<file path="config.mk">
export PLATFORM = sky130hd
export DESIGN_NAME = branch_predictor
export DESIGN_NICKNAME = d
export VERILOG_FILES = /design/src/rtl/bpu_pkg.sv /design/src/rtl/bpu_ras.sv /design/src/rtl/branch_predictor.sv
export SDC_FILE = /design/constraint.sdc
export NUM_CORES = 2
export LEC_CHECK = 0
export CORE_MARGIN = 5
export CORE_UTILIZATION = 60
export CTS_BUF_LIST = sky130_fd_sc_hd__clkbuf_4 sky130_fd_sc_hd__clkbuf_8
export DETAILED_ROUTE_END_ITERATION = 7
export PLACE_DENSITY = 0.78
export SLEW_MARGIN = 10
export SYNTH_ARGS = -nofsm -noshare
export SYNTH_HDL_FRONTEND = slang
export SYNTH_SLANG_ARGS = --single-unit
export TNS_END_PERCENT = 5
</file>
<file path="constraint.sdc">
create_clock -name clock -period 6.2 [get_ports clock]
set_input_delay 0.62 -clock clock [delete_from_list [all_inputs] [get_ports clock]]
set_output_delay 0.62 -clock clock [all_outputs]
set_load 0.005 [all_outputs]
</file>
<file path="src/rtl/bpu_pkg.sv">
// bpu_pkg: control-flow opcodes, funct3 codes and PHT counter states shared by the branch predictor
package bpu_pkg;

    localparam logic [6:0] OP_BRANCH = 7'b1100011;
    localparam logic [6:0] OP_JAL    = 7'b1101111;
    localparam logic [6:0] OP_JALR   = 7'b1100111;

    localparam logic [2:0] F3_BEQ  = 3'b000;
    localparam logic [2:0] F3_BNE  = 3'b001;
    localparam logic [2:0] F3_BLT  = 3'b100;
    localparam logic [2:0] F3_BGE  = 3'b101;
    localparam logic [2:0] F3_BLTU = 3'b110;
    localparam logic [2:0] F3_BGEU = 3'b111;
    localparam logic [2:0] F3_JALR = 3'b000;

    localparam logic [1:0] SNT = 2'd0;
    localparam logic [1:0] WNT = 2'd1;
    localparam logic [1:0] WT  = 2'd2;
    localparam logic [1:0] ST  = 2'd3;

    // x1 (ra) and x5 (t0) are the link registers for call/return hinting
    function automatic logic is_link(input logic [4:0] r);
        return r == 5'd1 || r == 5'd5;
    endfunction

endpackage

</file>
<file path="src/rtl/bpu_ras.sv">
// bpu_ras: circular return address stack; overflow overwrites the oldest entry, underflow is ignored
module bpu_ras #(
    parameter int RAS_DEPTH = 4
) (
    input  logic        clock,
    input  logic        reset,
    input  logic        push_i,
    input  logic        pop_i,
    input  logic [31:0] data_i,
    output logic [31:0] top_o,
    output logic        empty_o
);

    localparam int PW = $clog2(RAS_DEPTH);
    localparam int CW = PW + 1;
    localparam logic [CW-1:0] FULL = CW'(RAS_DEPTH);

    logic [31:0]   stack_q [RAS_DEPTH];
    logic [PW-1:0] ptr_q, ptr_d, top_idx;
    logic [CW-1:0] cnt_q, cnt_d;
    logic          do_pop;

    assign top_idx = ptr_q - PW'(1);
    assign empty_o = cnt_q == '0;
    assign top_o   = stack_q[top_idx];
    assign do_pop  = pop_i && !empty_o;

    // pop+push replaces the top in place, so pointer and count only move on a lone push or pop
    always_comb begin
        ptr_d = do_pop && !push_i ? top_idx : push_i && !do_pop ? ptr_q + PW'(1) : ptr_q;
        cnt_d = do_pop && !push_i ? cnt_q - CW'(1) :
                push_i && !do_pop && cnt_q != FULL ? cnt_q + CW'(1) : cnt_q;
    end

    // pointer and occupancy registers
    always_ff @(posedge clock or negedge reset) begin
        if (!reset) begin
            ptr_q <= '0;
            cnt_q <= '0;
        end else begin
            ptr_q <= ptr_d;
            cnt_q <= cnt_d;
        end
    end

    // return address storage; contents are meaningless while the count says empty
    always_ff @(posedge clock) begin
        if (push_i) stack_q[do_pop ? top_idx : ptr_q] <= data_i;
    end

endmodule

</file>
<file path="src/rtl/branch_predictor.sv">
// branch_predictor: same-cycle direction/target prediction from a PHT, a tagged BTB and a RAS
module branch_predictor
    import bpu_pkg::*;
#(
    parameter int PHT_DEPTH  = 64,
    parameter int BTB_DEPTH  = 16,
    parameter int RAS_DEPTH  = 4,
    parameter int GHR_WIDTH  = 6,
    parameter int USE_GSHARE = 1
) (
    input  logic        clock,
    input  logic        reset,
    input  logic        fetch_valid_i,
    input  logic [31:0] pc_i,
    input  logic [31:0] inst_i,
    output logic        is_branch_o,
    output logic        taken_o,
    output logic [31:0] dnpc_o,
    input  logic        upd_valid_i,
    input  logic [31:0] upd_pc_i,
    input  logic        upd_is_cond_i,
    input  logic        upd_is_jalr_i,
    input  logic        upd_taken_i,
    input  logic [31:0] upd_target_i
);

    localparam int PI = $clog2(PHT_DEPTH);
    localparam int BI = $clog2(BTB_DEPTH);
    localparam int TW = 30 - BI;

    logic [1:0]           pht_q [PHT_DEPTH];
    logic [1:0]           pht_d;
    logic [GHR_WIDTH-1:0] ghr_q;
    logic                 btb_valid_q [BTB_DEPTH];
    logic [TW-1:0]        btb_tag_q [BTB_DEPTH];
    logic [31:0]          btb_tgt_q [BTB_DEPTH];

    logic [6:0]    opcode;
    logic [2:0]    funct3;
    logic [4:0]    rd, rs1;
    logic [31:0]   imm_b, imm_j, ras_top;
    logic [PI-1:0] hist, pidx, uidx;
    logic [BI-1:0] bidx, ubidx;
    logic          is_cond, is_jal, is_jalr, is_ret, use_ras, btb_hit, pred_t, ras_empty;

    assign opcode = inst_i[6:0];
    assign funct3 = inst_i[14:12];
    assign rd     = inst_i[11:7];
    assign rs1    = inst_i[19:15];
    assign imm_b  = {{20{inst_i[31]}}, inst_i[7], inst_i[30:25], inst_i[11:8], 1'b0};
    assign imm_j  = {{12{inst_i[31]}}, inst_i[19:12], inst_i[20], inst_i[30:21], 1'b0};

    assign is_cond = opcode == OP_BRANCH &&
                     (funct3 inside {F3_BEQ, F3_BNE, F3_BLT, F3_BGE, F3_BLTU, F3_BGEU});
    assign is_jal  = opcode == OP_JAL;
    assign is_jalr = opcode == OP_JALR && funct3 == F3_JALR;
    assign is_ret  = is_jalr && rd == 5'd0 && is_link(rs1);
    assign use_ras = is_ret && !ras_empty;

    // prediction and training share the same history so a resolved branch trains the slot it read
    assign hist    = USE_GSHARE != 0 ? PI'(ghr_q) : '0;
    assign pidx    = pc_i[PI+1:2] ^ hist;
    assign uidx    = upd_pc_i[PI+1:2] ^ hist;
    assign pred_t  = pht_q[pidx][1];
    assign bidx    = pc_i[BI+1:2];
    assign ubidx   = upd_pc_i[BI+1:2];
    assign btb_hit = btb_valid_q[bidx] && btb_tag_q[bidx] == pc_i[31:BI+2];

    assign is_branch_o = is_cond || is_jal || is_jalr;
    assign taken_o     = is_cond ? pred_t : is_jal || use_ras || (is_jalr && btb_hit);
    assign dnpc_o      = is_cond && pred_t    ? pc_i + imm_b :
                         is_jal               ? pc_i + imm_j :
                         use_ras              ? ras_top :
                         is_jalr && btb_hit   ? btb_tgt_q[bidx] : pc_i + 32'd4;

    assign pht_d = upd_taken_i ? (pht_q[uidx] == ST ? ST : pht_q[uidx] + 2'd1)
                               : (pht_q[uidx] == SNT ? SNT : pht_q[uidx] - 2'd1);

    bpu_ras #(.RAS_DEPTH(RAS_DEPTH)) u_ras (
        .clock   (clock),
        .reset   (reset),
        .push_i  (fetch_valid_i && (is_jal || is_jalr) && is_link(rd)),
        .pop_i   (fetch_valid_i && is_ret),
        .data_i  (pc_i + 32'd4),
        .top_o   (ras_top),
        .empty_o (ras_empty)
    );

    // saturating counter training and global history shift on resolved conditional branches
    always_ff @(posedge clock or negedge reset) begin
        if (!reset) begin
            for (int i = 0; i < PHT_DEPTH; i++) pht_q[i] <= WNT;
            ghr_q <= '0;
        end else if (upd_valid_i && upd_is_cond_i) begin
            pht_q[uidx] <= pht_d;
            ghr_q       <= {ghr_q[GHR_WIDTH-2:0], upd_taken_i};
        end
    end

    // BTB valid bits, cleared on reset and set by taken indirect jumps
    always_ff @(posedge clock or negedge reset) begin
        if (!reset) begin
            for (int i = 0; i < BTB_DEPTH; i++) btb_valid_q[i] <= 1'b0;
        end else if (upd_valid_i && upd_is_jalr_i && upd_taken_i) begin
            btb_valid_q[ubidx] <= 1'b1;
        end
    end

    // BTB tag and target payload, qualified by the valid bit
    always_ff @(posedge clock) begin
        if (upd_valid_i && upd_is_jalr_i && upd_taken_i) begin
            btb_tag_q[ubidx] <= upd_pc_i[31:BI+2];
            btb_tgt_q[ubidx] <= upd_target_i;
        end
    end

endmodule

</file>
-- Word-level counts from Yosys, hierarchy flattened
Memory sizes are Yosys's and may differ from the RTL's.
Index checks and enable logic that the tools add are counted.
- flip-flop bits (word level): 155
- memory bits (writable): 1056
- output and inout port bits: 34
- memories kept: 3
- memory list (name ; depth ; bits a word ; rd ports ; clocked after Yosys merged registers in ; wr ports ; RTL line ; source):
    btb_tgt_q ; 16 ; 32 ; 1 ; 0 ; 1 ; branch_predictor.sv:36 ; logic [31:0] btb_tgt_q [BTB_DEPTH];
    btb_tag_q ; 16 ; 26 ; 1 ; 0 ; 1 ; branch_predictor.sv:35 ; logic [TW-1:0] btb_tag_q [BTB_DEPTH];
    u_ras.stack_q ; 4 ; 32 ; 1 ; 0 ; 1 ; bpu_ras.sv:18 ; logic [31:0] stack_q [RAS_DEPTH];
- add/sub/neg operators: 9
- $lt $le $gt $ge: 6
- equal/unequal tests: 15
- muxes and demuxes: 31
- bitwise gates (word level): 7
- reduce and logical (&&, ||, !) cells: 37
- operators with widths (operator ; count):
    $bwmux 128 ; 1
    $mux 32 ; 4
    $add 32x32->32 ; 2
    $add 32x3->32 const B ; 1
    $eq 26x26->1 ; 1
    $bmux 2 s6 ; 2
    $mux 2 ; 11
    $eq 7x7->1 const B ; 3
    $logic_and 1x1->1 ; 20
    $or 16x16->16 ; 1
    $ge 7x7->1 const B ; 2
    $not 6->7 ; 2
    $demux 2 s6 ; 1
    $eq 3x3->1 const B ; 4
    $xor 6x6->6 ; 2
    $eq 5x1->1 const B ; 2
    $eq 5x3->1 const B ; 2
    $ge 5x5->1 const B ; 2
    $not 4->5 ; 2
    $mux 1 ; 8
    $logic_or 1x1->1 ; 7
    $lt 7x1->1 const B ; 1
    $logic_not 3->1 ; 2
    $mux 3 ; 2
    other kinds (15) ; 20

-- Longest topological paths before layout
- depth in word-level cells: 11
- mapped depth: 19

-- Hierarchy
From an unflattened synthesis, not the netlist that was laid out.
- cell total of the unflattened synthesis: 3075
- area, all modules: 52481.6 um^2
- modules (own cells, without submodules) (module ; times used ; cells each ; area each (um^2) ; seq. area each (um^2)):
    branch_predictor ; 1 ; 2865 ; 47478.0 ; 31700.4
    bpu_ras ; 1 ; 210 ; 5003.5 ; 3968.8

-- Least setup slack after synthesis
No wires, ideal clock.
- kind: input to register
- start: input upd_is_jalr_i
- end: register btb_valid_q[15] in the netlist's numbering
- data arrival time: 5.565 ns
- required time: 6.111 ns
- path slack: 0.546 ns
- stages on the path: 4
- buffers on the path: 0
- path through: nand3_1 > or3_1 > nor3_1 > or2_2
- cells in the longest elaborated chain, start to end: 2
- ends and longest elaborated chain (element ; RTL line ; source):
    start, declared ; branch_predictor.sv:22 ; input logic upd_is_jalr_i,
    $logic_and 1x1->1 (2 in series) ; branch_predictor.sv:104 ; end else if (upd_valid_i && upd_is_jalr_i && upd_taken_i) begin
    end signal, assigned by index ; branch_predictor.sv:105 ; btb_valid_q[ubidx] <= 1'b1;
    end, declared ; branch_predictor.sv:34 ; logic btb_valid_q [BTB_DEPTH];
Every way passes these cells.
A chain may end at the register's enable or synchronous reset.

-- Worst setup path in the final report
- start: input pc_i[4]
- end: output dnpc_o[21]
- cells in the longest elaborated chain, start to end: 10
- elaborated cells on any way between the ends: 22
- classes of those cells: add/sub: 3; eq/ne: 1; mux: 10; bitwise: 3; reduce/logical: 3; memory: 2
- ends and longest elaborated chain (element ; RTL line ; source):
    start, declared ; branch_predictor.sv:14 ; input logic [31:0] pc_i,
    parallel branches: the longest is 9 deep, another holds $mem_v2 16x26 ; -- ;
    $mux 32 (*) ; branch_predictor.sv:71 ; assign dnpc_o = is_cond && pred_t ? pc_i + imm_b :
    end, declared ; branch_predictor.sv:18 ; output logic [31:0] dnpc_o,
Mark *: on every way between the ends. The select of a mux whose other input is x is not followed.

==> results.txt <==
CTS Root Cell = clkbuf_8
Seq cells post-synth = 1211
Period minus WS final = 6.016 ns
Reg clk slew, reported paths = 0.06 ns
Fraction of registers with async set/reset = 12.80%
CP arrival = 5.40 ns
Clk_lat worst skew = 0.88 ns
Synth warn = 0
Hold slack = 0.3085 ns
Die height = 304.6 µm
Nets = 3527
Via count = 30990
Clock skew = 0.03801 ns
Design area = 59550 µm²
Worst r2r path cells = 10
Antenna violations before repair = 5
FF-to-FF Start = ghr_q[2]
Routed WL per cell = 30.53 µm
Setup crit end kind = primary output
Worst-path fanout max = 20
Share of cells above drive strength 1 = 27.28%
DP Area = 55810 µm²
Vias in the first global route = 31240
Gate Count Post-Synth = 2985
Setup Total Neg Slack = 0 ns
Status = finished clean
Peak VDD IR = 283.3 µV
Slew headroom = 17.40%
Starting Density = 60.22%
Worst Setup SP = pc_i[4]
CTS buffer count = 187
Top_reg_cell synth = edfxtp_1
Worst path max stage delay = 0.57 ns
Fin. Hold Viols = 0
Placed wire-length estimate = 89.98 mm
Core Rows = 108
Routed Antenna Nets = 0
Dominant cells by area after synthesis = edfxtp_1, mux4_2, dfrtp_1, dfstp_2, mux2_2
Crit start category = primary input
Sinks on Clock Net = 1211
Detailed-route DRC error count = 0
Tightest Pin Transition = 1.234 ns
Final slew viol count = 0
Setup bufs post-CTS = 0
CP cell instances = buf_2, buf_4, nor2_1, buf_4, a22o_1, a221oi_1, xor2_1, o21ai_0, o2111ai_1, and4bb_2, buf_12, buf_4, mux2i_1, nor2_1, a21oi_1, o21ai_0, buf_4, clkdlybuf4s50_1
Total grt overflow = 0
Post-synth top cells = edfxtp_1, mux4_2, nand2_1
CTS tree = yes
Io pins = 169
Avg Cell Area, Syn = 17.45 µm²
Final WL = 142.1 mm
Max_cap viols = 0
1st-iter DRT viols = 3920
CORE AREA = 86480 µm²
Placer Congestion = 0.9374
Gates resized, CTS repair = 0
Total track usage = 30.50%
Post-synthesis sequential area ratio = 68.49%
Crit path kind = in -> out
Reg-to-reg endpoint = pht_q[102]
Yosys top cell area share = 60.89%
Required time worst endpoint = 5.58 ns
CTS Buffer Depth = 3
Synth Cell Area = 52080 µm²
Leakage power = 20.13 nW
Slowest CP cell = buf_2
Top cell type by total area after synthesis = edfxtp_1
Pwr dens = 313.2 nW/µm²
Drt pass-1 iters = 5
# setup viols final = 0
First-pass GRT wire length = 207.6 mm
H-Tree Depth = 4
Max Fclk = 0.1662 GHz
Pin count of the biggest net entering global routing = 125
Area delta synth->final = 14.33%
Unrepaired setup endpoints after global routing = no
Syn_nets = 3169
Most frequent cell after synthesis = edfxtp_1
Chip Width = 304.6 µm
Yosys cell types = 85
Die ar. = 92800 µm²
Critical Path End = dnpc_o[21]
Final period utilization = 97.04%
EDFF count, synth = 1056
PortBufs = 166
HP Class = in -> reg
Most Frequent Cell on Critical Path = buf_4
R2R setup slack = 1.94 ns
Vias/cell = 6.659
[what timing repair did]
item | CTS | global route
hold endpoints to repair | 42 | 0
endpoints found under the setup margin | 0 | 0
hold buffers | 1 | 0
[where the power goes]
group	leakage [nW]	switching, W	internal (W)
clock	1.97	0.00308	0.00348
sequential	11.4	0.000267	0.00928
combinational	6.78	0.00156	0.000985
[worst max-delay path: cells and delay by family]
kind | cells | cell delay [ns]
simple gates | 3 | 0.66
compound gates | 6 | 1.48
xor+xnor | 1 | 0.16
mux | 1 | 0.23
buf+inv | 7 | 2.19
[worst min-delay path by stage]
stage | from | to | slack [ns] | cells after the start
floorplan | reset | btb_valid_q[0] | 0.32 | 0
global route | pc_i[2] | u_ras.stack_q[3][2] | 0.28 | 2
detailed placement | btb_valid_q[3] | btb_valid_q[3] | 0.45 | 1
CTS | pc_i[2] | u_ras.stack_q[3][2] | 0.22 | 2
global placement | btb_valid_q[1] | btb_valid_q[1] | 0.45 | 1
finish | pc_i[2] | u_ras.stack_q[3][2] | 0.31 | 2
[sequential cells by signal, indices dropped and copies added, names as in the netlist]
register       cells
btb_tag_q        416
ghr_q              6
u_ras.stack_q    128
u_ras.cnt_q        3
btb_tgt_q        512
pht_q            128
u_ras.ptr_q        2
btb_valid_q       16
[routing by layer]
metal | part of all wire, % | track usage, %
met4 | 3.6 | 10.87
met3 | 11 | 6.916
met1 | 38 | 43.81
met2 | 47 | 47.17
met5 | 0.0070 | 0
[through the flow]
stage                     utilization, %  setup WS, ns  instances  total power (W)
after floorplan                        -        0.5458       2985          0.01115
after global placement             64.53        0.3432       4308          0.01210
after detailed placement           64.53        0.3622       4308          0.01219
after CTS                          68.84        0.2892       4648          0.01870
after global routing               68.85       0.08708       4650          0.01934
final                              68.85        0.1838       4653          0.01865
[cells in the final DEF (no fill, tap or decap), types with 10 or more instances in the layout]
cell type        netlist  final
a211oi_1              12     12
a21o_1                22     22
a21oi_1               85     83
a221o_1               12     12
a221oi_1              15     15
a22o_1                15     15
a22oi_1               34     34
a31oi_1               11     11
and3_1                17     16
buf_12                 2     10
buf_4                  8    135
clkbuf_4               0     63
clkbuf_8               0    194
clkdlybuf4s50_1        0    161
clkinv_1               0     37
clkinv_2               0     26
dfrtp_1               91     90
dfstp_2               64     64
edfxtp_1            1056   1056
ha_1                  46     46
inv_1                 29     29
mux2_2                86     86
mux2i_1               88     88
mux4_2               291    291
nand2_1              232    232
nand3_1               33     33
nand4_1               18     18
nor2_1                98     86
nor2_4                 0     12
nor2b_1               12     12
nor3_1                26     20
o21ai_0              126    126
o221ai_1              10     10
o22ai_1               42     42
or2_2                 18     18
or4_1                 10     10
xnor2_1               71     71
xor2_1                36     36
[cell type report]
class / count / area, µm²
Sequential cell: 1211 / 35670
Fill cell: 5484 / 26940
Clock buffer: 257 / 3143
Tap cell: 1155 / 1445
Inverter: 31 / 120.1
Multi-Input combinational cell: 1601 / 15700
Antenna cell: 5 / 12.51
Clock inverter: 82 / 571.8
Timing Repair Buffer: 311 / 2882
[logic make-up after synthesis]
family,synth area share (%)
flops,68.49
simple gates,4.464
mux,16.46
compound gates,5.799
buf+inv,1.650
xor+xnor,1.883
fa+ha+maj,1.259
Power figures use the tool's default switching activity.
